===== src/rtl/tick_countdown_timer.sv =====
// Run-time programmable prescaler producing a one-cycle tick, driving a loadable
// tick countdown with start/pause control and a one-cycle done pulse on expiry.
module tick_countdown_timer #(
  parameter int unsigned CNT_W       = 25,
  parameter int unsigned DIV_DEFAULT = 26_999_999,
  parameter int unsigned SEC_W       = 8
) (
  input  logic             clk,
  input  logic             reset,
  input  logic [CNT_W-1:0] div_value,
  input  logic [SEC_W-1:0] secs,
  input  logic             start,
  input  logic             pause,
  output logic             tick,
  output logic [SEC_W-1:0] secs_left,
  output logic             busy,
  output logic             done
);

  localparam logic [1:0] S_IDLE  = 2'd0;
  localparam logic [1:0] S_RUN   = 2'd1;
  localparam logic [1:0] S_PAUSE = 2'd2;

  logic [1:0]       r_state;
  logic [CNT_W-1:0] r_cnt;
  logic [CNT_W-1:0] r_div;
  logic [SEC_W-1:0] r_secs_left;
  logic             r_tick;
  logic             r_busy;
  logic             r_done;

  logic [1:0]       w_state_nxt;
  logic [CNT_W-1:0] w_cnt_nxt;
  logic [CNT_W-1:0] w_div_nxt;
  logic [SEC_W-1:0] w_secs_nxt;
  logic             w_tick_nxt;
  logic             w_done_nxt;

  // State register
  always_ff @(posedge clk or posedge reset) begin
    if (reset) begin
      r_state <= S_IDLE;
    end else begin
      r_state <= w_state_nxt;
    end
  end

  // Next state and next register values; start outranks pause and expiry
  always_comb begin
    w_state_nxt = r_state;
    w_cnt_nxt   = r_cnt;
    w_div_nxt   = r_div;
    w_secs_nxt  = r_secs_left;
    w_tick_nxt  = 1'b0;
    w_done_nxt  = 1'b0;
    if (start) begin
      w_div_nxt = div_value;
      w_cnt_nxt = '0;
      if (secs != '0) begin
        w_state_nxt = S_RUN;
        w_secs_nxt  = secs;
      end else begin
        w_state_nxt = S_IDLE;
        w_secs_nxt  = '0;
        w_done_nxt  = 1'b1;
      end
    end else begin
      case (r_state)
        S_RUN, S_PAUSE: begin
          if (pause) begin
            w_state_nxt = S_PAUSE;
          end else begin
            w_state_nxt = S_RUN;
            // Equality compare keeps the wrap exact even for an all-ones divisor
            if (r_cnt == r_div) begin
              w_cnt_nxt  = '0;
              w_tick_nxt = 1'b1;
              w_secs_nxt = r_secs_left - SEC_W'(1);
              if (r_secs_left <= SEC_W'(1)) begin
                w_secs_nxt  = '0;
                w_done_nxt  = 1'b1;
                w_state_nxt = S_IDLE;
              end
            end else begin
              w_cnt_nxt = r_cnt + CNT_W'(1);
            end
          end
        end
        default: begin
          w_state_nxt = S_IDLE;
          w_cnt_nxt   = '0;
          w_secs_nxt  = '0;
        end
      endcase
    end
  end

  // Datapath and output registers
  always_ff @(posedge clk or posedge reset) begin
    if (reset) begin
      r_cnt       <= '0;
      r_div       <= CNT_W'(DIV_DEFAULT);
      r_secs_left <= '0;
      r_tick      <= 1'b0;
      r_busy      <= 1'b0;
      r_done      <= 1'b0;
    end else begin
      r_cnt       <= w_cnt_nxt;
      r_div       <= w_div_nxt;
      r_secs_left <= w_secs_nxt;
      r_tick      <= w_tick_nxt;
      r_busy      <= (w_state_nxt != S_IDLE);
      r_done      <= w_done_nxt;
    end
  end

  assign tick      = r_tick;
  assign secs_left = r_secs_left;
  assign busy      = r_busy;
  assign done      = r_done;

endmodule


===== config.mk =====
export PLATFORM = sky130hd
export DESIGN_NAME = tick_countdown_timer
export DESIGN_NICKNAME = d
export VERILOG_FILES = /design/src/rtl/tick_countdown_timer.sv
export SDC_FILE = /design/constraint.sdc
export NUM_CORES = 1
export LEC_CHECK = 0
export BUFFER_PORTS_ARGS = -buffer_cell sky130_fd_sc_hd__buf_2
export CORE_MARGIN = 10
export CORE_UTILIZATION = 45
export CTS_CLUSTER_DIAMETER = 120
export DETAILED_ROUTE_END_ITERATION = 8
export PLACE_DENSITY = 0.65
export SYNTH_ARGS = -nofsm -noshare
export SYNTH_HDL_FRONTEND = slang
export SYNTH_SLANG_ARGS = --single-unit

===== constraint.sdc =====
create_clock -name clk -period 2.2 [get_ports clk]
set_input_delay 0.22 -clock clk [delete_from_list [all_inputs] [get_ports clk]]
set_output_delay 0.22 -clock clk [all_outputs]
set_load 0.05 [all_outputs]

==> results of run 1 <==
==> routing by layer <==
layer  GRT usage, %  vias to the layer above  part of all wire (%)
met3           4.55                       19                   7.5
met5              0                        -                  0.16
met1           18.8                     1231                    45
met2           21.2                       92                    44
met4           8.12                        2                   2.7
li1               -                     1224                     -
==> worst max-delay path by stage <==
stage	to	from	slack (ns)	cells after the start
2_1_floorplan	secs_left[5]	secs_left[0]	0.11	8
3_3_place_gp	r_cnt[24]	r_cnt[17]	0.22	6
3_5_place_dp	r_cnt[24]	r_cnt[0]	0.17	6
4_1_cts	r_cnt[19]	r_cnt[0]	0.14	6
5_1_grt	r_cnt[24]	r_cnt[4]	0.05	6
6_report	r_cnt[23]	r_cnt[0]	0.15	6
==> power by group <==
group / total [mW] / switching, mW / internal [mW]
registers: 1.34 / 0.0775 / 1.26
clock network: 0.986 / 0.454 / 0.531
logic: 0.549 / 0.343 / 0.206
total: 2.87 / 0.874 / 2.00
==> final cells by class <==
| class | count | area, um^2 | share of cell area, % |
|---|---|---|---|
| multi-input cells | 230 | 1720 | 43.3 |
| flip-flops and latches | 63 | 1600 | 40.2 |
| repair buffers | 55 | 310 | 7.80 |
| clock buffers | 14 | 183 | 4.59 |
| well taps | 99 | 124 | 3.11 |
| inverters | 7 | 26.3 | 0.661 |
| clock inverters | 2 | 12.5 | 0.315 |
==> through the flow <==
stage | cells | utilization, % | total power, mW
2_1_floorplan | 312 | - | 1.74
3_3_place_gp | 453 | 51.5 | 1.90
3_5_place_dp | 453 | 51.5 | 1.91
4_1_cts | 470 | 54.3 | 2.90
5_1_grt | 470 | 54.3 | 3.01
6_report | 470 | 54.3 | 2.87
==> state kept, by name, summed over array words and instances (netlist names) <==
register and flops:
busy 1, done 1, r_cnt 25, r_div 25, r_state 2, secs_left 8
tick 1
==> synth_stat cells, drive strengths merged (3+ instances only) <==
cell type and instances:
ha 3, and3 4, o21ai 6, nor3 5, clkbuf 5, nor2 36, and2 3, buf 7
nand4 7, inv 7, o211ai 3, nand3 16, a31oi 4, and4 8, dfstp 19, nand2 19
a21oi 7, mux2 26, nor4 11, dfrtp 44, xor2 45
==> kinds of logic (layout without fill, tap and decap cells) <==
family          after synthesis  after routing  synth area share [%]
buf+inv                      19             78                  2.60
flops                        63             63                  46.9
mux                          27             27                  8.99
fa+ha+maj                     3              3                  1.10
simple gates                114            114                  19.4
compound gates               39             39                  8.69
xor+xnor                     47             47                  12.3
==> impl_metrics.csv, run 1 <==
group,metric,value,unit
routing,antenna_violating_nets_post_route,0,
routing,drt_iter0_markers,92,
routing,detail_route.wl_per_cell,17.1,um
timing,fin_skew,0.00801,ns
yosys,synth.top_cell.area_share,32.3,%
yosys,yosys_warns,0,
yosys,ys_seq_area_share,46.9,%
timing,setup_repair_after_global_routing_missed_its_margin,"no",
critical_path,reg2regPathDepth,6,
critical_path,critPathSlowestCell,"sky130_fd_sc_hd__dfrtp_1",
critical_path,r2r_end,"r_cnt[23]",
yosys,synth_top_cell_by_area,"sky130_fd_sc_hd__dfrtp_1",
clock_tree,cts.clk_slew.worst_paths,0.07,ns
critical_path,crit_path_max_fanout,15,
critical_path,arrival,2.28,ns
routing,finalWirelength,8040,um
global_routing,antenna_violations_before_repair,1,
critical_path,cp_required,2.42,ns
layout,syn_to_final_growth,16.6,%
floorplan,floorplan.die.height,107,um
yosys,synth_cell_type_count,53,
layout,final_net_count,406,
global_routing,first_global_vias,2654,
routing,dr_total_vias,2568,
yosys,ys.flop_type,"sky130_fd_sc_hd__dfrtp_1",
run,timing.max_cap.violations,0,
placement,setup_slack_placement,0.167,ns
timing,final_hold_viol_count,0,
timing,clock.fmax,487,MHz
floorplan,ioPinCount,48,
layout,layout.cells.most_common,"sky130_fd_sc_hd__buf_2",
critical_path,crit_path_start_kind,"flop",
routing,remaining_drc_errors,0,
min_path,holdCritPathClass,"in -> reg",
placement,placed_area,3770,um^2
floorplan,core_area,7330,um^2
critical_path,worstPathCellList,"xor2_1, nor4_4, nand4_4, o21ai_4, buf_4, nor2_1",
critical_path,ff2ff_setup_slack,0.15,ns
timing,post-route-worst-setup-slack,0.146,ns
clock_tree,clock_path_buffers,2,
layout,final_layout_size_suffix_gt1_share,35.8,%
global_routing,remaining_global_route_overflow,0,
pwr,p_per_area,723,nW/um^2
yosys,syn-cell-area,3410,um^2
critical_path,reg2reg_from,"r_cnt[0]",
floorplan,num_rows,31,
critical_path,path_buf_inv,1,
timing,report.final.setup_viol,0,
yosys,synth_top_cells_by_area,"sky130_fd_sc_hd__dfrtp_1, sky130_fd_sc_hd__dfstp_2, sky130_fd_sc_hd__xor2_1",
clock_tree,numCtsBuffers,9,
global_routing,grt_start_max_net_pins,42,
critical_path,critical_path_class,"reg -> reg",
timing,slew_violations,0,
routing,avgViaCountPerCell,5.46,
timing,timing.final.crit_period,2.05,ns
critical_path,cpPeakStageDelay,0.46,ns
layout,mostFrequentLayoutCells,"sky130_fd_sc_hd__buf_2, sky130_fd_sc_hd__xor2_1, sky130_fd_sc_hd__dfrtp_1",
timing,tightest_slew,0.615,ns
routing,detail_route.first_pass.iterations,4,
critical_path,sort_of_element_at_the_end_of_the_critical_path,"flop",
yosys,synth.ff_latch_count,63,
yosys,mappedNetlistNets,352,
clock_tree,clock_latency,0.34,ns
clock_tree,post_cts_buffers,0,
min_path,hold-path-cell-count,2,
clock_tree,cts_hold_buf,1,
status,outcome,"complete, no violations",
layout,antenna_cells_inserted,0,
floorplan,die_w,107,um
yosys,postSynthAreaPerCell,10.9,um^2
timing,hold-worst-slack,0.106,ns
floorplan,floorplan.initialDensity,46.5,%
clock_tree,cts_repair_resize_count,0,
clock_tree,max_h_tree_level,3,
global_routing,first_pass_grt_wire_length,13300,um
clock_tree,cts_tree,"built",
placement,dp_hpwl,5900,um
pwr,ir_drop,0.000327,V
yosys,synthesized_instance_count,312,
min_path,min_to,"r_div[14]",
yosys,synth-async-reset-ratio,100,%
layout,stdcell_area,3980,um^2
timing,final.period_utilization,93.4,%
min_path,worst_hold_startpoint,"div_value[14]",
critical_path,critical_path.top_delay_family,"simple AND/OR/NAND/NOR gates",
global_routing,grt_use_total,14.6,%
timing,fin_tns_setup,0,ns
timing,slew_headroom,58.6,%
placement,io_buffers,47,
clock_tree,cts.sink_count,63,
clock_tree,cts.root.buffer_cell,"sky130_fd_sc_hd__clkbuf_8",
placement,place_congestion,0.854,
floorplan,dieArea,11500,um^2
yosys,synth_enable_flop_cells,0,
pwr,power.static_leakage,1.75,nW
layout,filler_cell_count,645,
Note: power is estimated with default switching activity, not from simulation.
==> run 2, diff against run 1 <==
--- a/config.mk
+++ b/config.mk
@@ -10,7 +10,9 @@
 export CORE_UTILIZATION = 45
 export CTS_CLUSTER_DIAMETER = 120
 export DETAILED_ROUTE_END_ITERATION = 8
+export MAX_ROUTING_LAYER = met4
 export PLACE_DENSITY = 0.65
+export RECOVER_POWER = 25
 export SYNTH_ARGS = -nofsm -noshare
 export SYNTH_HDL_FRONTEND = slang
 export SYNTH_SLANG_ARGS = --single-unit
==> impl_metrics.csv, run 2 (synthesized netlist as in run 1, its figures left out) <==
group,metric,value,unit
layout,layout.cells.most_common,"sky130_fd_sc_hd__buf_2",
placement,io_buffers,47,
critical_path,critical_path_class,"reg -> reg",
critical_path,crit_path_start_kind,"flop",
global_routing,antenna_violations_before_repair,1,
clock_tree,numCtsBuffers,9,
global_routing,grt_use_total,14.9,%
timing,slew_violations,0,
routing,finalWirelength,7990,um
clock_tree,cts.clk_slew.worst_paths,0.07,ns
timing,final.period_utilization,93.1,%
clock_tree,clock_latency,0.33,ns
pwr,p_sw_share,30.0,%
critical_path,cpPeakStageDelay,0.44,ns
pwr,power.static_leakage,1.75,nW
critical_path,crit_path_max_fanout,15,
timing,setup_repair_after_global_routing_missed_its_margin,"no",
floorplan,floorplan.die.height,107,um
clock_tree,clock_path_buffers,2,
floorplan,floorplan.initialDensity,46.5,%
layout,final_layout_size_suffix_gt1_share,35.4,%
floorplan,ioPinCount,48,
clock_tree,cts.root.buffer_cell,"sky130_fd_sc_hd__clkbuf_8",
status,outcome,"complete, no violations",
routing,drt_iter0_markers,105,
critical_path,arrival,2.26,ns
clock_tree,cts_tree,"built",
layout,filler_cell_count,650,
critical_path,cp_required,2.41,ns
pwr,ir_drop,0.000373,V
global_routing,first_global_vias,2682,
routing,dr_total_vias,2567,
placement,dp_hpwl,5890,um
routing,remaining_drc_errors,0,
floorplan,core_area,7330,um^2
clock_tree,max_h_tree_level,3,
timing,report.final.setup_viol,0,
min_path,holdCritPathClass,"in -> reg",
global_routing,grt_start_max_net_pins,42,
pwr,p_per_area,706,nW/um^2
routing,detail_route.wl_per_cell,17.0,um
routing,antenna_violating_nets_post_route,0,
routing,avgViaCountPerCell,5.46,
timing,slew_headroom,37.1,%
pwr,clock_power_share,32.6,%
pwr,logic_gate_share_of_total_power,19.7,%
layout,stdcell_area,3980,um^2
critical_path,critPathSlowestCell,"sky130_fd_sc_hd__dfrtp_1",
critical_path,critical_path.top_delay_family,"simple AND/OR/NAND/NOR gates",
min_path,min_to,"r_div[10]",
floorplan,num_rows,31,
timing,clock.fmax,488,MHz
run,timing.max_cap.violations,0,
timing,fin_skew,0.00718,ns
pwr,power_frac_seq,47.7,%
placement,place_congestion,0.864,
clock_tree,cts.sink_count,63,
placement,placed_area,3770,um^2
layout,syn_to_final_growth,16.5,%
timing,timing.final.crit_period,2.05,ns
timing,fin_tns_setup,0,ns
pwr,internal-power,1.96,mW
floorplan,dieArea,11500,um^2
min_path,worst_hold_startpoint,"div_value[10]",
critical_path,worstPathCellList,"xor2_1, nor4_4, nand4_4, o21ai_4, buf_4, nor2_1",
critical_path,ff2ff_setup_slack,0.15,ns
global_routing,first_pass_grt_wire_length,13400,um
min_path,hold-path-cell-count,2,
critical_path,path_buf_inv,1,
critical_path,r2r_end,"r_cnt[22]",
global_routing,remaining_global_route_overflow,0,
layout,final_net_count,406,
routing,detail_route.first_pass.iterations,5,
floorplan,die_w,107,um
timing,final_hold_viol_count,0,
layout,mostFrequentLayoutCells,"sky130_fd_sc_hd__buf_2, sky130_fd_sc_hd__xor2_1, sky130_fd_sc_hd__dfrtp_1",
critical_path,reg2regPathDepth,6,
timing,tightest_slew,0.943,ns
critical_path,sort_of_element_at_the_end_of_the_critical_path,"flop",
pwr,power.switching,842,uW
critical_path,reg2reg_from,"r_cnt[14]",
[run 2: changes by cell type in the layout (fill, tap and decap cells not counted), sizes merged]
cell      delta
diode        +1
buf          -1
clkbuf       +1
clkinvlp     -1
[run 2: cell type report]
type                            count  area (um^2)  area share, %
Antenna cell                        1         2.50         0.0630
Clock buffer                       14          173           4.34
Clock inverter                      1         5.00          0.126
Inverter                            7         26.3          0.661
Multi-Input combinational cell    230         1740           43.7
Sequential cell                    63         1600           40.3
Tap cell                           99          124           3.12
Timing Repair Buffer               55          308           7.74
[run 2: metal layers]
metal  routed length [um]  vias up  global-route usage, %
li1                     -     1229                      -
met1                 3710     1234                   18.8
met2                 3600       92                   21.9
met3                  520       12                   4.43
met4                  157        0                   5.90
met5                    0        -                      -
[run 2: how the worst max path moves through the flow]
stage / end / cells past startpoint / startpoint
after floorplan: secs_left[5] / 8 / secs_left[0]
after global placement: r_cnt[2] / 6 / r_div[12]
after detailed placement: r_cnt[22] / 6 / r_cnt[14]
after CTS: r_cnt[22] / 6 / r_cnt[14]
after global routing: r_cnt[20] / 6 / r_cnt[0]
final: r_cnt[22] / 6 / r_cnt[14]
[run 2: per-stage QoR]
| step | power [mW] | hold slack (ns) | setup slack, ns | cells | utilization, % |
|---|---|---|---|---|---|
| finish | 2.81 | 0.113 | 0.152 | 470 | 54.2 |
| global route | 2.95 | 0.101 | 0.0318 | 470 | 54.2 |
| CTS | 2.83 | 0.0972 | 0.147 | 469 | 54.0 |
| detailed placement | 1.91 | 0.297 | 0.163 | 453 | 51.5 |
| global placement | 1.90 | 0.292 | 0.215 | 453 | 51.5 |
| floorplan | 1.74 | 0.370 | 0.110 | 312 | - |
[run 2: what timing repair did]
item	CTS	global route
hold buffers	1	0
gates resized for setup	0	2
buffers inserted	0	0
setup endpoints to repair	0	14
endpoints found under the hold margin	17	0
[run 2: power groups by stage]
stage / Clock, mW / Sequential (mW) / Combinational [mW]
after CTS: 0.943 / 1.34 / 0.552
final: 0.913 / 1.34 / 0.553
after global routing: 0.999 / 1.35 / 0.601
after global placement: 0 / 1.36 / 0.544
after detailed placement: 0 / 1.36 / 0.548
after floorplan: 0 / 1.43 / 0.306
